==> src/rtl/led_strip_pkg.sv <==
// Shared types and constants for the LED strip frame sequencer.
// State encoding plus strip word geometry.
package led_strip_pkg;

  typedef enum logic [2:0] {
    S_IDLE,
    S_START,
    S_FETCH,
    S_SHIFT,
    S_END,
    S_HOLD
  } state_t;

  localparam int START_BITS = 32;
  localparam int WORD_BITS  = 32;
  localparam logic [2:0] LED_HDR = 3'b111;

endpackage

==> src/rtl/strip_serializer.sv <==
// Shifts up to 255 bits MSB first onto the strip clock/data pins.
// Bits past the loaded word are zero; data moves only while strip_clk is low.
import led_strip_pkg::*;

module strip_serializer #(
  parameter int CLK_DIV = 1
) (
  input  logic                 clk,
  input  logic                 rst,
  input  logic                 load,
  input  logic [WORD_BITS-1:0] word,
  input  logic [7:0]           nbits,
  output logic                 busy,
  output logic                 done,
  output logic                 strip_clk,
  output logic                 strip_data
);

  localparam int DW = (CLK_DIV > 1) ? $clog2(CLK_DIV) : 1;

  logic [WORD_BITS-1:0] sh;
  logic [7:0]           rem;
  logic [DW-1:0]        div;
  logic                 phase_end;

  assign phase_end = (div == DW'(CLK_DIV - 1));

  always_ff @(posedge clk) begin
    if (rst) begin
      sh         <= '0;
      rem        <= '0;
      div        <= '0;
      busy       <= 1'b0;
      done       <= 1'b0;
      strip_clk  <= 1'b0;
      strip_data <= 1'b0;
    end else begin
      done <= 1'b0;
      if (load && !busy) begin
        sh         <= word;
        rem        <= nbits;
        div        <= '0;
        busy       <= 1'b1;
        strip_clk  <= 1'b0;
        strip_data <= word[WORD_BITS-1];
      end else if (busy) begin
        if (!phase_end) begin
          div <= div + 1'b1;
        end else begin
          div <= '0;
          if (!strip_clk) begin
            strip_clk <= 1'b1;
          end else begin
            // falling edge closes the bit; next bit appears in the low phase
            strip_clk <= 1'b0;
            sh        <= sh << 1;
            rem       <= rem - 8'd1;
            if (rem == 8'd1) begin
              busy       <= 1'b0;
              done       <= 1'b1;
              strip_data <= 1'b0;
            end else begin
              strip_data <= sh[WORD_BITS-2];
            end
          end
        end
      end
    end
  end

endmodule

==> src/rtl/led_frame_sequencer.sv <==
// Frame controller: start frame, per-LED fetch and shift, end frame, hold.
// Advances the character index once per completed frame.
import led_strip_pkg::*;

module led_frame_sequencer #(
  parameter int NUM_LEDS    = 64,
  parameter int NUM_CHARS   = 4,
  parameter int CLK_DIV     = 1,
  parameter int END_BITS    = 64,
  parameter int HOLD_CYCLES = 1000,
  localparam int IW = (NUM_LEDS > 1) ? $clog2(NUM_LEDS) : 1,
  localparam int CW = (NUM_CHARS > 1) ? $clog2(NUM_CHARS) : 1
) (
  input  logic          clk,
  input  logic          rst,
  input  logic          enable,
  output logic          pix_req,
  output logic [IW-1:0] pix_idx,
  output logic [CW-1:0] pix_char,
  input  logic [31:0]   pix_word,
  input  logic          pix_valid,
  output logic          strip_clk,
  output logic          strip_data,
  output logic          frame_busy,
  output logic          frame_done,
  output logic [CW-1:0] char_idx
);

  localparam int HW = $clog2(HOLD_CYCLES + 1);

  state_t        state;
  state_t        next_state;
  logic [HW-1:0] hold_cnt;
  logic          ld;
  logic [31:0]   ld_word;
  logic [7:0]    ld_bits;
  logic          ser_busy;
  logic          ser_done;
  logic          last_led;
  logic          hold_end;

  assign last_led = (pix_idx == IW'(NUM_LEDS - 1));
  assign hold_end = (hold_cnt == HW'(HOLD_CYCLES - 1));
  assign pix_char = char_idx;

  always_comb begin
    next_state = state;
    ld         = 1'b0;
    ld_word    = '0;
    ld_bits    = 8'(START_BITS);
    unique case (state)
      S_IDLE: begin
        if (enable && !ser_busy) begin
          next_state = S_START;
          ld         = 1'b1;
        end
      end
      S_START: begin
        if (ser_done) next_state = S_FETCH;
      end
      S_FETCH: begin
        if (pix_valid) begin
          next_state = S_SHIFT;
          ld         = 1'b1;
          ld_word    = pix_word;
          ld_bits    = 8'(WORD_BITS);
        end
      end
      S_SHIFT: begin
        if (ser_done) begin
          if (last_led) begin
            next_state = S_END;
            ld         = 1'b1;
            ld_bits    = 8'(END_BITS);
          end else begin
            next_state = S_FETCH;
          end
        end
      end
      S_END: begin
        if (ser_done) next_state = S_HOLD;
      end
      S_HOLD: begin
        if (hold_end) begin
          if (enable) begin
            next_state = S_START;
            ld         = 1'b1;
          end else begin
            next_state = S_IDLE;
          end
        end
      end
      default: next_state = S_IDLE;
    endcase
  end

  always_ff @(posedge clk) begin
    if (rst) begin
      state      <= S_IDLE;
      pix_req    <= 1'b0;
      pix_idx    <= '0;
      char_idx   <= '0;
      frame_busy <= 1'b0;
      frame_done <= 1'b0;
      hold_cnt   <= '0;
    end else begin
      state      <= next_state;
      pix_req    <= (next_state == S_FETCH);
      frame_busy <= (next_state != S_IDLE);
      frame_done <= (state == S_END) && ser_done;
      hold_cnt   <= (state == S_HOLD) ? hold_cnt + 1'b1 : '0;
      if (state == S_SHIFT && ser_done)
        pix_idx <= last_led ? '0 : pix_idx + 1'b1;
      if (state == S_END && ser_done)
        char_idx <= (char_idx == CW'(NUM_CHARS - 1)) ? '0 : char_idx + 1'b1;
    end
  end

  strip_serializer #(
    .CLK_DIV(CLK_DIV)
  ) u_ser (
    .clk       (clk),
    .rst       (rst),
    .load      (ld),
    .word      (ld_word),
    .nbits     (ld_bits),
    .busy      (ser_busy),
    .done      (ser_done),
    .strip_clk (strip_clk),
    .strip_data(strip_data)
  );

endmodule

==> config.mk <==
export PLATFORM = sky130hd
export DESIGN_NAME = led_frame_sequencer
export DESIGN_NICKNAME = d
export VERILOG_FILES = /design/src/rtl/led_strip_pkg.sv /design/src/rtl/strip_serializer.sv /design/src/rtl/led_frame_sequencer.sv
export SDC_FILE = /design/constraint.sdc
export NUM_CORES = 1
export LEC_CHECK = 0
export BUFFER_PORTS_ARGS = -buffer_cell sky130_fd_sc_hd__buf_2
export CORE_MARGIN = 4
export CORE_UTILIZATION = 34
export CTS_CLUSTER_SIZE = 28
export DETAILED_ROUTE_END_ITERATION = 16
export GPL_TIMING_DRIVEN = 0
export PLACE_DENSITY = 0.5
export SYNTH_ARGS = -nofsm -noshare
export SYNTH_HDL_FRONTEND = slang
export SYNTH_SLANG_ARGS = --single-unit
==> constraint.sdc <==
create_clock -name clk -period 1.8 [get_ports clk]
set_input_delay 0.36 -clock clk [delete_from_list [all_inputs] [get_ports clk]]
set_output_delay 0.36 -clock clk [all_outputs]
set_load 0.05 [all_outputs]
==> results of run 1 <==
==> metrics by stage <==
step,total power [uW],hold WS [ps],setup TNS [ps],cells,setup slack [ps]
global placement,1910,445,-16100,611,-536
finish,3150,248,0,634,16.1
detailed placement,1910,460,-15560,611,-490
CTS,3150,233,0,629,4.89
global route,3320,248,-3710,634,-131
floorplan,1790,426,0,432,1.02
==> cells in the final DEF, fill, tap and decap left out, types with 3 or more instances in the layout <==
master and count:
a21oi_1 35, buf_2 51, buf_4 8, buf_6 6, clkbuf_1 10, clkbuf_2 12
clkbuf_8 10, dfxtp_1 53, dfxtp_2 11, dfxtp_4 3, ha_1 4, inv_1 6
mux2i_1 4, nand2_1 126, nand2_2 9, nand3_1 5, nand4_1 5, nand4b_1 4
nor2_1 31, nor2b_1 6, nor3_1 6, o21ai_1 28, o21ai_2 3, xnor2_1 11
xor2_1 7
==> synth_stat cells, drive strengths merged <==
| cell | count |
|---|---|
| nor3 | 9 |
| and3 | 1 |
| o21ai | 33 |
| a2bb2oi | 1 |
| buf | 10 |
| nand3b | 1 |
| dfxtp | 67 |
| or3b | 2 |
| and2 | 2 |
| or4 | 1 |
| and4b | 1 |
| nand2b | 3 |
| inv | 6 |
| nand2 | 136 |
| nor3b | 1 |
| a311oi | 1 |
| nand4b | 4 |
| a211o | 1 |
| nand4 | 5 |
| or3 | 3 |
| o41ai | 1 |
| nor4 | 4 |
| nand3 | 6 |
| o211ai | 2 |
| mux2i | 5 |
| ha | 5 |
| nor2b | 7 |
| clkbuf | 20 |
| o31ai | 2 |
| a2111oi | 1 |
| a211oi | 2 |
| xnor2 | 11 |
| xor2 | 7 |
| nor2 | 31 |
| nor4b | 1 |
| and3b | 1 |
| and4 | 2 |
| a21oi | 35 |
| mux2 | 1 |
==> cells by family (layout without fill, tap and decap cells) <==
group	Yosys count	after routing	share of synthesized area, %
xor+xnor	18	18	4.90
flops	67	67	41.7
compound gates	79	79	13.7
mux	6	6	1.91
fa+ha+maj	5	5	1.95
buf+inv	36	109	5.29
simple gates	221	221	30.6
==> area by class of cell <==
class	count	share of cell area [%]
clock inverter	3	0.970
tap	129	3.91
buffer	30	4.46
multi-input combinational	329	45.3
timing repair buffer	59	8.25
clock buffer	11	3.43
sequential	67	33.1
inverter	6	0.546
==> power breakdown <==
part	total [uW]	switching [uW]	internal, uW
clock	1190	532	658
combinational	434	253	181
sequential	1530	27.0	1500
==> critical path: stages (launching register included) <==
cell,delay (ps)
dfxtp_4,370
ha_4,140
nand3b_1,120
or3_4,420
a2111oi_4,340
a211o_1,170
o211ai_1,90
==> registers in the layout, summed over array words and instances, names as in the netlist, 2 cells and up <==
signal / cells
char_idx: 2
u_ser.sh: 31
pix_idx: 6
state: 3
hold_cnt: 10
u_ser.rem: 8
==> per-layer routing <==
| layer | track usage [%] | vias to the layer above |
|---|---|---|
| met5 | 0 | - |
| met1 | 20.0 | 1418 |
| met2 | 22.0 | 35 |
| li1 | - | 1580 |
| met4 | 6.84 | 0 |
| met3 | 3.00 | 16 |
==> worst paths after layout <==
| kind | startpoint | cells past startpoint | endpoint |
|---|---|---|---|
| setup / recovery | hold_cnt[0] | 6 | frame_busy |
| hold reg to reg | hold_cnt[0] | 1 | hold_cnt[0] |
| setup reg to reg | hold_cnt[0] | 6 | frame_busy |
| hold / removal | pix_word[22] | 3 | u_ser.sh[22] |
==> what timing repair did <==
item	CTS	global route
gates resized for setup	23	51
cloned	0	2
pin swaps	7	7
endpoints found under the setup margin	45	44
setup buffers	4	3
==> results.md, run 1 <==
* Status: completed
* Core footprint at between 9000 and 10000 um^2
* Die area at 11100 um^2
* Type of the most critical hold path: input port to flip-flop
* Warning count from the yosys run at 0
* Starting density of the core at between 30% and 40%
* Clock transition at the registers of the reported paths at 70 ps
* Drt wl/cell at roughly 13 um
* Endpoints failing hold at 0
* Total track usage at between 10 and 15%
* Post-route ant nets at 0
* CP endpoint kind: flip-flop
* Final design utilization at 44.7%
* CTS tree: yes
* Worst VDD drop at 0.000321 V
* Setup violators final at 0
* CP Launch Type: flip-flop
* Die Ht at approximately 110 um
* Cell Area, Placed at around 3600 um^2
* Layout cells sized above 1 at between 20% and 30%
* Synth area leaders: dfxtp_1 42%, nand2_1 16%, a21oi_1 5.4%
* Row count at 35
* Detailed Routing Iterations Pass 1 at 4
* Nets at 543
* Avg Cell Area, Syn at between 7 and 8 um^2
* Vias in the first global route at just under 3000
* Initial antenna violation count at 0
* Mapped Cells at about 430
* Synthesized Nets at 473
* Maxcap violations at 0
* IO Count at 51
* Max-slew violation count at 0
* Hold_buf cts at 0
* Worst-case clock skew at approximately 10 ps
* Synthesis-to-layout area growth at 28.3%
* Leakage at approximately 0.0015 uW
* PortBufs at 50
* Required @ worst endpoint at roughly 2000 ps
* H-tree Lvls at 3
* First-pass GRT wire length at ~13 mm
* Post-Syn Area at approximately 3200 um^2
* DRT iter0 DRCs at between 70 and 80
* Synth area leader: dfxtp_1
* Arr. time, crit path at around 2000 ps
* CP Max Fanout at 4
* Gr ovfl total at 0
* Clock root buffer: clkbuf_8
* Met1 WL at between 3 and 4 mm
* Clk Latency, worst-skew pair at between 300 and 400 ps
* Drt total wl at ~8 mm
* Yosys top cell area share at about two fifths
* Seq cells post-synth at 67
* Vias per Instance at a little under 5
* TritonCTS buffer count at 9
* Fmax at about 0.56 GHz
* # DRC at 0
* Via count at 3049
* Period utilization at 99.1%
* Slew HR at around 63%
* Kind of critical path: flip-flop to flip-flop
* R2R Setup Slk at ~16 ps
* Sequential Area at 1370 um^2
* Sequential share of the synthesized area at 41.7%
* Footprint of the multi-input gates at 1870 um^2
* Number of diodes at 0
* Clock period minus final worst setup slack at 1780 ps
* Die Wd at 105 um
* RSZ-0062 raised after global routing: yes
* PD cells at ~760 nW/um^2
* Slew @ Worst Pin at approximately 550 ps
* Met2 wire len at 3.62 mm
* Design area at just over 4000 um^2
* Largest net degree at the start of global routing at 11
* DPL Wire Length at between 5 and 6 mm
* Worst-case clock buffer depth at 2
* DR WL met3 at approximately 220 um
* Clk sinks at 67
* Post-synth cell types at 46
* Top Layer Used: met4
* GPL Wtd Cong at ~0.8
* Filler cell count at between 900 and 1000
Note: power is estimated with default switching activity, not from simulation.
==> run 2, diff against run 1 <==
--- a/config.mk
+++ b/config.mk
@@ -14,4 +14,5 @@
 export PLACE_DENSITY = 0.5
 export SYNTH_ARGS = -nofsm -noshare
 export SYNTH_HDL_FRONTEND = slang
+export SYNTH_HIERARCHICAL = 1
 export SYNTH_SLANG_ARGS = --single-unit
==> run 2 against run 1 <==
Net effect:
- the flow now finishes with violations (setup timing)
- global-route usage is 0.13 points lower
- first-iteration DRC count is 84% higher
- count of clock-buffer cells in the layout is 1 higher
- via count is 1.5% lower
- die area hardly changed
- flip-flop and latch count stayed put
- clock power is 20% higher
- combinational power is 21% higher
- sequential share of layout area is 1.3 points lower
- clock skew hardly changed
- critical path type unchanged
- critical endpoint is now u_ser/sh[0]
==> results.md, run 2 <==
* Type of the most critical hold path: input port to flip-flop
* Synth area leader: dfxtp_1
* First-pass GRT wire length at around 13 mm
* Largest register FFs at 31
* CP endpoint kind: flip-flop
* Design area at between 4000 and 5000 um^2
* Failing checks: setup timing
* Yosys top cell area share at about two fifths
* Core footprint at roughly 9000 um^2
* Gr ovfl total at 0
* Setup violators final at just over 40
* Ys flop type: dfxtp_1
* Layout cells sized above 1 at about 28%
* Leakage at between 0.0015 and 0.002 uW
* Final worst slack at -351 ps
* Vias in the first global route at between 2000 and 3000
* Via count at between 3000 and 4000
* Footprint of the multi-input gates at roughly 1900 um^2
* Endpoints failing hold at 0
* EDFF count, synth at 0
* Commonest cells after routing, fill and taps aside: 66 x nand2_1, 54 x dfxtp_1, 51 x nor2_1, 51 x buf_2, 35 x and2_1
* Clk Latency, worst-skew pair at ~340 ps
* Critical path, cell by cell: ha_4 > nand4b_1 > or3_4 > o211ai_1 > nor2b_2 > buf_8 > clkbuf_16 > mux2i_1 > nor3_1
* Kind of critical path: flip-flop to flip-flop
* Sequential share of the synthesized area at about two fifths
* GPL Wtd Cong at a little under 0.8
* Post-synth cell types at 38
* Sequential Area at approximately 1400 um^2
* Maxcap violations at 0
* # DRC at 0
* Drt total wl at 7.99 mm
* Warning count from the yosys run at 6
* PD cells at around 820 nW/um^2
* Synth area leaders: dfxtp_1 42%, a311oi_1 8.4%, nand2_1 8.3%
* Fmax at around 0.46 GHz
* Period utilization at 120%
* Clock period minus final worst setup slack at between 2000 and 2500 ps
* Largest Register: u_ser/sh
* Synth cell count leaders: 71 x nand2_1, 67 x dfxtp_1, 54 x nor2_1
* Vias per Instance at 4.90
* Starting density of the core at a little over a third
* Cell Area, Placed at approximately 3700 um^2
* Required @ worst endpoint at ~2000 ps
* DRT iter0 DRCs at 142
* Largest net degree at the start of global routing at 12
* Largest stage delay, worst path at 360 ps
* CP delay by family, top: simple AND/OR/NAND/NOR gates
* Nets at between 500 and 600
* Top-count cell post-synth: nand2_1
* Clock transition at the registers of the reported paths at 80 ps
* TritonCTS buffer count at 9
* Worst-case clock buffer depth at 2
* Slew HR at between 50% and 60%
* DPL Wire Length at between 5 and 6 mm
* Status: complete, but fails checks
* Drt wl/cell at about 13 um
* Clk sinks at between 60 and 70
* Arr. time, crit path at 2350 ps
* Hold_buf cts at 0
* Detailed Routing Iterations Pass 1 at 4
* Most common cell after layout, fill and taps aside: nand2_1
* IO Count at 51
* Row count at 35
* PortBufs at 50
* Initial antenna violation count at 0
* Synthesis-to-layout area growth at 33.6%
* Filler cell count at between 900 and 1000
* Worst VDD drop at between 0.0004 and 0.0005 V
* Seq cells post-synth at 67
* CP Max Fanout at 10
* Slew @ Worst Pin at 640 ps
* Die area at ~11000 um^2
* H-tree Lvls at 3
* Max-slew violation count at 0
* Total track usage at 14.5%
* Clock root buffer: clkbuf_8
* RSZ-0062 raised after global routing: yes
* Mapped Cells at around 400
* Post-route ant nets at 0
* Ys async rst share at 0%
* Number of diodes at 0
* Die Ht at between 100 and 150 um
* Worst Hold Slack at between 200 and 300 ps
* Largest regs: u_ser/sh (31), hold_cnt (10), u_ser/rem (8)
* Crit-path slowest cell: dfxtp_4
* CP Launch Type: flip-flop
* CP bufs+invs at 2
* Avg Cell Area, Syn at between 8 and 9 um^2
* Die Wd at 105 um
* CTS tree: yes
* Post-Syn Area at 3220 um^2
* Worst-case clock skew at about 11 ps
==> run 2: cell types whose count changed in the layout (fill, tap and decap cells not counted), moves of 10 or more <==
cell,before,now
nand2_1,126,66
and2_1,2,35
o21ai_1,28,0
a311oi_1,1,23
a21oi_1,35,15
nor2_1,31,51
clkbuf_2,12,2
==> run 2: routing by layer <==
metal  share of wire (%)  track usage, %  wire, um  vias to the layer above
li1                    -               -         -                     1539
met1                  47            18.7      3790                     1401
met2                  47            23.5      3770                       53
met3                 4.3            4.53       346                        9
met4                 1.0            3.66        81                        0
met5                   0               0         0                        -
==> run 2: cell type report <==
cell class                 count  area share (%)
buffer                        30            5.73
clock buffer                  12            3.61
clock inverter                 4            1.69
inverter                       5           0.437
multi-input combinational    301            44.1
sequential                    67            31.8
tap                          129            3.75
timing repair buffer          65            8.88
==> run 2: path summary, 6_finish.rpt <==
path | start | to | slack, ps | depth (start not counted)
worst min-delay path | rst | pix_idx[5] | 290 | 2
worst max-delay path | hold_cnt[0] | u_ser/sh[0] | -350 | 9
worst max register to register | hold_cnt[0] | u_ser/sh[0] | -350 | 9
worst min register to register | hold_cnt[0] | hold_cnt[0] | 440 | 1
==> run 2: where the power goes <==
part           switching [uW]  total, uW  internal, uW
combinational             275        523           248
sequential               43.3       1570          1530
clock                     572       1430           855
total                     890       3520          2630
==> run 2: cell families after synthesis <==
logic type | count (synthesis) | synth area share, %
compound gates | 69 | 16.3
xor+xnor | 12 | 3.27
mux | 3 | 0.933
buf+inv | 36 | 4.55
fa+ha+maj | 5 | 1.94
flops | 67 | 41.7
other cells | 1 | 0.117
simple gates | 206 | 31.3
==> run 2: stage by stage <==
stage | TNS (ps) | total power, uW | cells | worst slack, ps | utilization, %
after CTS | -11810 | 3530 | 609 | -375 | 44.9
after global routing | -16130 | 3690 | 613 | -476 | 46.5
after floorplan | -7220 | 1870 | 404 | -251 | -
final | -11130 | 3520 | 613 | -351 | 46.5
after global placement | -23040 | 2000 | 583 | -659 | 40.4
after detailed placement | -24190 | 2000 | 583 | -686 | 40.4
==> run 2: timing repair <==
item                                    in CTS  in global routing
pin swaps                                   15                 17
endpoints found under the setup margin      42                 43
resized for setup                           23                 38
cloned                                       2                  0
buffers inserted                             9                  5
==> run 3, diff against run 2 <==
--- a/config.mk
+++ b/config.mk
@@ -7,11 +7,11 @@
 export LEC_CHECK = 0
 export BUFFER_PORTS_ARGS = -buffer_cell sky130_fd_sc_hd__buf_2
 export CORE_MARGIN = 4
-export CORE_UTILIZATION = 34
+export CORE_UTILIZATION = 45
 export CTS_CLUSTER_SIZE = 28
 export DETAILED_ROUTE_END_ITERATION = 16
 export GPL_TIMING_DRIVEN = 0
-export PLACE_DENSITY = 0.5
+export PLACE_DENSITY = 0.64
 export SYNTH_ARGS = -nofsm -noshare
 export SYNTH_HDL_FRONTEND = slang
 export SYNTH_HIERARCHICAL = 1
==> run 3 against run 2 <==
Net effect:
- the run still ends with setup timing left
- sequential power is essentially flat
- final area shrank 1.1%
- power shrank 4.3%
- flip-flop and latch count is the same
- die area shrank 23%
- first-iteration DRC count shrank 15%
- non-clock buffer count shrank 4
- fmax grew 0.29%
- final cell count shrank 6.2%
- critical path type unchanged
- highest routed layer unchanged
==> results.md, run 3 (same netlist as run 2, synthesis figures left out) <==
* Drt wl/cell at 14.2 um
* Initial antenna violation count at 0
* Clock transition at the registers of the reported paths at approximately 70 ps
* Clock root buffer: clkbuf_8
* Largest net degree at the start of global routing at 12
* Worst-case clock skew at 7.61 ps
* Worst Hold End: pix_idx[5]
* Failing checks: setup timing
* Vias in the first global route at roughly 2800
* Most common cell after layout, fill and taps aside: nand2_1
* P_int at between 2000 and 2500 uW
* # DRC at 0
* Worst VDD drop at about 0.00046 V
* Slew @ Worst Pin at 751 ps
* Design area at roughly 4300 um^2
* Worst-case clock buffer depth at 2
* Total track usage at 19.2%
* R2R depth at 9
* Post-route ant nets at 0
* TritonCTS buffer count at 9
* Leakage at about 0.0017 uW
* Endpoints failing hold at 0
* Switching share of power at between 20% and 30%
* Clk sinks at 67
* Required @ worst endpoint at ~2100 ps
* Slew HR at ~50%
* Largest register FFs at 31
* Final worst slack at -345 ps
* Drt total wl at roughly 8.2 mm
* IO Count at approximately 50
* Row count at 30
* Cell Area, Placed at between 3000 and 4000 um^2
* Gr ovfl total at 0
* DPL Wire Length at 5.41 mm
* RSZ-0062 raised after global routing: yes
* Die Ht at around 93 um
* Synthesis-to-layout area growth at 32.2%
* Largest regs: u_ser/sh (31), hold_cnt (10), u_ser/rem (8)
* Number of diodes at 0
* Flop pwr share at approximately 47%
* Comb pwr share at around 16%
* CTS tree: yes
* Die area at 8570 um^2
* Period utilization at 119%
* Clk Latency, worst-skew pair at ~340 ps
* Arr. time, crit path at approximately 2400 ps
* Core footprint at slightly below 7000 um^2
* Detailed Routing Iterations Pass 1 at 4
* Fmax at 0.466 GHz
* R2R Setup Slk at -340 ps
* Clock period minus final worst setup slack at between 2000 and 2500 ps
* Switching power at approximately 900 uW
* Layout cells sized above 1 at ~30%
* Placed insts at 550
* Reg-to-Reg Start: hold_cnt[0]
* Hold_buf cts at 0
* Type of the most critical hold path: input port to flip-flop
* CP Max Fanout at 7
* Nets at slightly above 500
* Non-Filler Instances at 575
* PD cells at about 790 nW/um^2
* H-tree Lvls at 3
* Vias per Instance at between 5 and 6
* Die Wd at roughly 93 um
* CP Launch Type: flip-flop
* Largest Register: u_ser/sh
* Starting density of the core at approximately 47%
* Via count at a little over 3000
* First-pass GRT wire length at 13.4 mm
* Hold path startpoint: rst
* Kind of critical path: flip-flop to flip-flop
* Clk pwr share at approximately 38%
* DRT iter0 DRCs at 120
* Maxcap violations at 0
* Setup violators final at 41
* CP endpoint kind: flip-flop
* Worst r2r dst: u_ser/sh[29]
* Commonest cells after routing, fill and taps aside: 62 x nand2_1, 55 x dfxtp_1, 52 x buf_2
* Hold path cells at 2
* GPL Wtd Cong at roughly 0.8
* PortBufs at 50
* Status: complete, but fails checks
* Max-slew violation count at 0
-- run 3: cell types whose count changed in the layout (fill, tap and decap cells not counted), moves of 2 or more --
cell,change
a311oi_1,-12
a311oi_2,+12
nand2_2,+5
nand2_1,-4
buf_4,-2
clkbuf_1,+2
-- run 3: timing repair --
item                                    CTS  global route
buffers inserted                          8             1
cloned                                    2             1
pin swaps                                16            11
endpoints found under the setup margin   41            44
resized for setup                        20            49
-- run 3: worst max path at each step --
stage	start	end	slack [ps]	cells after the start
2_1_floorplan	hold_cnt[1]	u_ser/sh[20]	-250	9
3_3_place_gp	state[2]	u_ser/sh[29]	-590	10
3_5_place_dp	state[0]	u_ser/sh[3]	-600	10
4_1_cts	hold_cnt[0]	u_ser/sh[3]	-350	9
5_1_grt	hold_cnt[0]	u_ser/sh[15]	-420	9
6_report	hold_cnt[0]	u_ser/sh[29]	-340	9
-- run 3: routing by layer --
metal,vias to the layer above,wire length (um),GRT usage (%)
met5,-,0,0
met4,0,80,4.46
met1,1443,3990,26.5
met3,10,412,5.69
li1,1536,-,-
met2,74,3700,29.5
-- run 3: stage by stage --
stage          total power [uW]  hold slack (ps)  util, %  setup WS, ps  setup TNS (ps)
2_1_floorplan              1870              420        -          -251           -7220
3_3_place_gp               1990              428     53.8          -586          -20320
3_5_place_dp               2000              433     53.8          -596          -20270
5_1_grt                    3520              305     61.9          -420          -13670
4_1_cts                    3330              292     59.0          -353          -11090
6_report                   3370              306     61.9          -345          -10700
-- run 3: worst max-delay path: stages (launching register included) --
cell and delay, ps:
dfxtp_2 350, ha_4 130, nand4b_1 90, or3_4 350, o211ai_1 310, nor2b_4 220
buf_8 150, buf_8 130, nand2_2 50, a311oi_2 250
-- run 3: final cells by class --
type | count | area (um^2)
Fill cell | 623 | 2620
Multi-Input combinational cell | 301 | 1980
Sequential cell | 67 | 1360
Timing Repair Buffer | 61 | 348
Buffer | 30 | 225
Clock buffer | 13 | 159
Tap cell | 96 | 120
Clock inverter | 2 | 35.0
Inverter | 5 | 18.8
-- run 3: power groups by stage --
stage	logic [uW]	clock network [uW]	registers [uW]
6_report	528	1270	1570
2_1_floorplan	264	0	1610
3_3_place_gp	388	0	1600
4_1_cts	457	1300	1570
5_1_grt	574	1360	1580
3_5_place_dp	393	0	1600
